File: config.mk
export PLATFORM = sky130hd
export DESIGN_NAME = serial_work_sender
export DESIGN_NICKNAME = d
export VERILOG_FILES = /design/src/rtl/serial_work_sender.sv
export SDC_FILE = /design/constraint.sdc
export NUM_CORES = 2
export LEC_CHECK = 0
export ABC_CLOCK_PERIOD_IN_PS = 5900
export CORE_AREA = 4 4 228 230
export CTS_CLUSTER_SIZE = 40
export DETAILED_ROUTE_END_ITERATION = 7
export DIE_AREA = 0 0 232 234
export PLACE_DENSITY = 0.82
export SLEW_MARGIN = 10
export SYNTH_ARGS = -nofsm -noshare
export SYNTH_HDL_FRONTEND = slang
export SYNTH_SLANG_ARGS = --single-unit
File: constraint.sdc
create_clock -name clk -period 5.9 [get_ports clk]
set_clock_uncertainty 0.05 [all_clocks]
set_input_delay 1.77 -clock clk [delete_from_list [all_inputs] [get_ports clk]]
set_output_delay 1.77 -clock clk [all_outputs]
set_load 0.02 [all_outputs]
File: src/rtl/serial_work_sender.sv
// Host-side serial link: sends 512-bit work units as 64 UART bytes
// and assembles 4-byte golden-nonce replies received on RxD.
module serial_work_sender #(
    parameter int CLKS_PER_BIT = 434,
    parameter int TIMEOUT_CLKS = 43400
) (
    input  logic         clk,
    input  logic         reset,
    input  logic         work_valid,
    input  logic [511:0] work,
    output logic         work_ready,
    output logic         TxD,
    input  logic         RxD,
    output logic [31:0]  nonce,
    output logic         nonce_valid,
    output logic         frame_err,
    output logic         busy
);

    localparam int CW = $clog2(CLKS_PER_BIT);
    localparam int TW = $clog2(TIMEOUT_CLKS + 1);
    localparam logic [CW-1:0] BIT_END  = CW'(CLKS_PER_BIT - 1);
    localparam logic [CW-1:0] HALF_END = CW'(CLKS_PER_BIT / 2 - 1);
    localparam logic [TW-1:0] TMO_END  = TW'(TIMEOUT_CLKS);

    typedef enum logic [1:0] {
        S_IDLE,
        S_START,
        S_DATA,
        S_STOP
    } state_e;

    state_e          tx_state_q, tx_state_d;
    logic [CW-1:0]   tx_cnt_q, tx_cnt_d;
    logic [2:0]      tx_bit_q, tx_bit_d;
    logic [5:0]      tx_idx_q, tx_idx_d;
    logic [511:0]    tx_sr_q, tx_sr_d;
    logic            txd_q, txd_d;
    logic            ready_q, ready_d;
    logic [7:0]      tx_byte;

    state_e          rx_state_q, rx_state_d;
    logic            rx_s1_q, rx_s2_q, rx_prev_q;
    logic [CW-1:0]   rx_cnt_q, rx_cnt_d;
    logic [2:0]      rx_bit_q, rx_bit_d;
    logic [7:0]      rx_byte_q, rx_byte_d;
    logic [1:0]      rx_num_q, rx_num_d;
    logic [23:0]     shadow_q, shadow_d;
    logic [TW-1:0]   tmo_q, tmo_d;
    logic [31:0]     nonce_q, nonce_d;
    logic            nv_q, nv_d;
    logic            fe_q, fe_d;
    logic            rx_fall;

    // The byte on the wire is always the top byte of the shift register
    assign tx_byte = tx_sr_q[511:504];

    always_comb begin
        tx_state_d = tx_state_q;
        tx_cnt_d   = tx_cnt_q;
        tx_bit_d   = tx_bit_q;
        tx_idx_d   = tx_idx_q;
        tx_sr_d    = tx_sr_q;
        txd_d      = txd_q;
        ready_d    = ready_q;
        unique case (tx_state_q)
            S_IDLE: begin
                if (work_valid) begin
                    tx_state_d = S_START;
                    tx_sr_d    = work;
                    tx_idx_d   = 6'd0;
                    tx_cnt_d   = '0;
                    txd_d      = 1'b0;
                    ready_d    = 1'b0;
                end
            end
            S_START: begin
                if (tx_cnt_q == BIT_END) begin
                    tx_cnt_d   = '0;
                    tx_state_d = S_DATA;
                    tx_bit_d   = 3'd0;
                    txd_d      = tx_byte[0];
                end else begin
                    tx_cnt_d = tx_cnt_q + CW'(1);
                end
            end
            S_DATA: begin
                if (tx_cnt_q == BIT_END) begin
                    tx_cnt_d = '0;
                    if (tx_bit_q == 3'd7) begin
                        tx_state_d = S_STOP;
                        txd_d      = 1'b1;
                    end else begin
                        tx_bit_d = tx_bit_q + 3'd1;
                        txd_d    = tx_byte[tx_bit_q + 3'd1];
                    end
                end else begin
                    tx_cnt_d = tx_cnt_q + CW'(1);
                end
            end
            S_STOP: begin
                if (tx_cnt_q == BIT_END) begin
                    tx_cnt_d = '0;
                    if (tx_idx_q == 6'd63) begin
                        tx_state_d = S_IDLE;
                        ready_d    = 1'b1;
                    end else begin
                        tx_idx_d   = tx_idx_q + 6'd1;
                        tx_sr_d    = {tx_sr_q[503:0], 8'h00};
                        tx_state_d = S_START;
                        txd_d      = 1'b0;
                    end
                end else begin
                    tx_cnt_d = tx_cnt_q + CW'(1);
                end
            end
            default: tx_state_d = S_IDLE;
        endcase
    end

    assign rx_fall = rx_prev_q & ~rx_s2_q;

    always_comb begin
        rx_state_d = rx_state_q;
        rx_cnt_d   = rx_cnt_q;
        rx_bit_d   = rx_bit_q;
        rx_byte_d  = rx_byte_q;
        rx_num_d   = rx_num_q;
        shadow_d   = shadow_q;
        tmo_d      = tmo_q;
        nonce_d    = nonce_q;
        nv_d       = 1'b0;
        fe_d       = 1'b0;
        unique case (rx_state_q)
            S_IDLE: begin
                if (rx_fall) begin
                    rx_state_d = S_START;
                    rx_cnt_d   = '0;
                end
                // A partial nonce left idle too long is dropped
                if (rx_num_q != 2'd0) begin
                    if (tmo_q == TMO_END) begin
                        rx_num_d = 2'd0;
                        tmo_d    = '0;
                    end else begin
                        tmo_d = tmo_q + TW'(1);
                    end
                end else begin
                    tmo_d = '0;
                end
            end
            S_START: begin
                if (rx_cnt_q == HALF_END) begin
                    rx_cnt_d = '0;
                    if (rx_s2_q) begin
                        rx_state_d = S_IDLE;
                    end else begin
                        rx_state_d = S_DATA;
                        rx_bit_d   = 3'd0;
                    end
                end else begin
                    rx_cnt_d = rx_cnt_q + CW'(1);
                end
            end
            S_DATA: begin
                if (rx_cnt_q == BIT_END) begin
                    rx_cnt_d  = '0;
                    rx_byte_d = {rx_s2_q, rx_byte_q[7:1]};
                    if (rx_bit_q == 3'd7) begin
                        rx_state_d = S_STOP;
                    end else begin
                        rx_bit_d = rx_bit_q + 3'd1;
                    end
                end else begin
                    rx_cnt_d = rx_cnt_q + CW'(1);
                end
            end
            S_STOP: begin
                if (rx_cnt_q == BIT_END) begin
                    rx_cnt_d   = '0;
                    rx_state_d = S_IDLE;
                    tmo_d      = '0;
                    if (rx_s2_q) begin
                        unique case (rx_num_q)
                            2'd0: shadow_d[7:0]   = rx_byte_q;
                            2'd1: shadow_d[15:8]  = rx_byte_q;
                            2'd2: shadow_d[23:16] = rx_byte_q;
                            2'd3: begin
                                nonce_d = {rx_byte_q, shadow_q};
                                nv_d    = 1'b1;
                            end
                        endcase
                        rx_num_d = rx_num_q + 2'd1;
                    end else begin
                        fe_d     = 1'b1;
                        rx_num_d = 2'd0;
                    end
                end else begin
                    rx_cnt_d = rx_cnt_q + CW'(1);
                end
            end
            default: rx_state_d = S_IDLE;
        endcase
    end

    always_ff @(posedge clk) begin
        if (reset) begin
            tx_state_q <= S_IDLE;
            tx_cnt_q   <= '0;
            tx_bit_q   <= '0;
            tx_idx_q   <= '0;
            tx_sr_q    <= '0;
            txd_q      <= 1'b1;
            ready_q    <= 1'b1;
            rx_state_q <= S_IDLE;
            rx_s1_q    <= 1'b1;
            rx_s2_q    <= 1'b1;
            rx_prev_q  <= 1'b1;
            rx_cnt_q   <= '0;
            rx_bit_q   <= '0;
            rx_byte_q  <= '0;
            rx_num_q   <= '0;
            shadow_q   <= '0;
            tmo_q      <= '0;
            nonce_q    <= '0;
            nv_q       <= 1'b0;
            fe_q       <= 1'b0;
        end else begin
            tx_state_q <= tx_state_d;
            tx_cnt_q   <= tx_cnt_d;
            tx_bit_q   <= tx_bit_d;
            tx_idx_q   <= tx_idx_d;
            tx_sr_q    <= tx_sr_d;
            txd_q      <= txd_d;
            ready_q    <= ready_d;
            rx_state_q <= rx_state_d;
            rx_s1_q    <= RxD;
            rx_s2_q    <= rx_s1_q;
            rx_prev_q  <= rx_s2_q;
            rx_cnt_q   <= rx_cnt_d;
            rx_bit_q   <= rx_bit_d;
            rx_byte_q  <= rx_byte_d;
            rx_num_q   <= rx_num_d;
            shadow_q   <= shadow_d;
            tmo_q      <= tmo_d;
            nonce_q    <= nonce_d;
            nv_q       <= nv_d;
            fe_q       <= fe_d;
        end
    end

    assign work_ready  = ready_q;
    assign busy        = ~ready_q;
    assign TxD         = txd_q;
    assign nonce       = nonce_q;
    assign nonce_valid = nv_q;
    assign frame_err   = fe_q;

endmodule
==> impl_metrics.py <==
metrics = {
    "run_status": {
        "outcome": "finished, final reports clean",
    },
    "worst_setup_path": {
        "r2r_slack_ps": 2290,
        "rr_worst_depth": 5,
        "path_max_fanout": 43,
        "cp-end-kind": "register",
        "cp-endpoint": "tx_sr_q[134]",
        "startpoint_type": "input port",
        "crit_arrival_ps": 4060,
        "r2r_start": "tx_state_q[1]",
        "critPathRequiredTime_ps": 6340,
        "r2r-end": "tx_sr_q[130]",
        "worst-setup-path-type": "in -> reg",
        "startpoint": "work_valid",
    },
    "final_layout": {
        "syn_to_final_growth_pct": 28.47,
        "fin_cells": 4080,
        "fin_util_pct": 71.12,
        "drive_above_1_share_pct": 4.513,
        "layout.nets": 3856,
    },
    "clock_network": {
        "h-tree-depth": 3,
        "cts_resized": 0,
        "clock-root-buffer": "clkbuf_16",
        "cts_tree": "built",
        "path_clk_slew_ps": 60,
        "cts_setup_buffers": 0,
        "clock_latency_ps": 590,
        "clock-sinks": 635,
        "clockBufferDepth": 3,
        "cts_hold_buffers": 0,
        "cts_made_buffers": 67,
    },
    "timing": {
        "max_freq_mhz": 276.3,
        "final_hold_viol_count": 0,
        "worst_pin_slew_ps": 1074,
        "post-route-period-util_pct": 61.33,
        "setup-tns-final_ps": 0,
        "fin_ws_ps": 2281,
        "setup_viol": 0,
        "slew_viol_final": 0,
        "period_minus_slack_ps": 3619,
        "rsz0062_at_grt": "no",
        "relSlewSlack_pct": 28.38,
    },
    "synth": {
        "yosys_warnings": 0,
        "synth_seq_cells": 635,
        "yosysMostFrequentCell": "dfxtp_1",
        "synth-edff-count": 0,
        "netlist_area_um2": 27600,
        "yosysSeqAreaShare_pct": 46.05,
        "yosys-top-cells-area": "dfxtp_1, mux2i_1, a211oi_1",
        "synth_ff_type": "dfxtp_1",
        "netlist.area_leader.share_pct": 46.05,
        "synth.net_count": 3474,
        "yosys-top-cells-count": "dfxtp_1, nor2_1, mux2i_1, a211oi_1, clkbuf_1",
        "postSynthCellCount": 2937,
        "yosysTopAreaCell": "dfxtp_1",
        "avgSynthCellArea_um2": 9.398,
        "synth-async-reset-ratio_pct": 0,
        "synthDistinctLibCells": 60,
    },
    "hold_path": {
        "min_from": "rx_s1_q",
        "hold_class": "reg -> reg",
    },
    "floorplan": {
        "die_y_um": 234,
        "coreArea_um2": 49860,
        "rows": 82,
        "initial_core_util_pct": 55.36,
        "die_w_um": 232,
        "dieArea_um2": 54290,
        "io_pins": 553,
    },
    "grt": {
        "grt_pass1_vias": 22900,
        "antenna_found_initial": 55,
        "grt-ovfl-total": 0,
        "grt_max_degree": 238,
        "grt_pass1_wl_mm": 120.8,
        "grt_usage_pct": 27.58,
    },
    "pwr": {
        "p_sw_w": 0.006165,
        "combPwrFrac_pct": 33.6,
        "internal-power_w": 0.01097,
        "finalPower_w": 0.01714,
        "leakage_nw": 11.92,
        "peakVddDrop_mv": 1.168,
        "clkPwrFrac_pct": 24.5,
        "p_sw_share_pct": 35.97,
        "power_frac_seq_pct": 41.9,
        "power_density_nw_per_um2": 483.4,
    },
    "placement": {
        "placed_cells": 3922,
        "gp_congestion": 0.8727,
        "dp_slack_ps": 1693,
        "dpl.hpwl_mm": 55.33,
        "io_buffers": 552,
    },
    "routing": {
        "vias_per_cell": 5.699,
        "first_iter_violations": 1522,
        "drt-total-wl_mm": 78.69,
        "first_pass_iters": 5,
        "vias": 23250,
        "wire_per_inst_um": 19.29,
        "ant_nets": 0,
        "drc": 0,
    },
    "job": {
        "drv_cap": 0,
    },
}
[kinds of logic after synthesis]
family / after synthesis / synth area share, %
flops: 635 / 46.05
compound gates: 682 / 17.72
fa+ha+maj: 21 / 0.9519
simple gates: 791 / 11.79
buf+inv: 284 / 4.438
mux: 521 / 18.94
xor+xnor: 3 / 0.09521
[power groups by stage]
stage	registers [W]	logic (W)	clock network [W]
after floorplan	0.00687	0.00468	0
after global placement	0.00714	0.00541	0
after detailed placement	0.00722	0.00569	0
after CTS	0.00716	0.00573	0.00428
after global routing	0.00737	0.00649	0.00444
final	0.00718	0.00576	0.00420
[worst min-delay path by stage]
stage | to | cells after the start | slack [ps]
6_report | rx_s2_q | 1 | 370
5_1_grt | rx_s2_q | 1 | 370
4_1_cts | rx_s2_q | 1 | 370
3_5_place_dp | rx_s2_q | 1 | 360
3_3_place_gp | rx_s2_q | 1 | 360
2_1_floorplan | rx_s2_q | 1 | 340
[per-stage QoR]
| stage | hold WS [ps] | cell area (um2) |
|---|---|---|
| after floorplan | 339.5 | 27600 |
| after global placement | 357.6 | 33180 |
| after detailed placement | 358.3 | 33180 |
| after CTS | 365.5 | 35360 |
| after global routing | 372.0 | 35430 |
| final | 371.3 | 35460 |
[critical path, stage by stage]
cell and delay [ps]:
clkdlybuf4s50_1 500, nor2b_1 160, a21oi_4 360, buf_4 390
buf_4 430, nor2_1 110, a211oi_1 300
[state kept, by name (all words and copies together) (netlist names), 2 cells and up, named ones only]
name / count
rx_num_q: 2
tx_state_q: 2
tx_sr_q: 512
tx_idx_q: 6
tx_cnt_q: 9
rx_bit_q: 3
nonce: 32
tx_bit_q: 3
rx_byte_q: 8
rx_cnt_q: 9
shadow_q: 24
tmo_q: 16
[area by class of cell]
type                    count  area [um2]
well taps                 672       840.8
fillers                  3745       14400
inverters                  20       75.07
repair buffers            577        5856
diodes                     40       100.1
multi-input cells        2018       13690
clock buffers             100        1986
flip-flops and latches    635       12710
clock inverters            18       196.4
[layer usage]
layer	GRT usage, %	part of all wire (%)
met1	31.78	40
met3	8.722	6.8
met4	11.71	3.8
met2	47.53	49
met5	0	0.28
[cells in the final DEF, fill, tap and decap left out, drive strengths merged, types with 26 or more instances in the layout]
cell	n
clkdlybuf4s50	551
nor2	559
diode	40
dfxtp	635
mux2i	519
a21oi	92
buf	26
clkbuf	100
nand3	44
nand2	120
a211oi	514
Note: power is estimated with default switching activity, not from simulation.
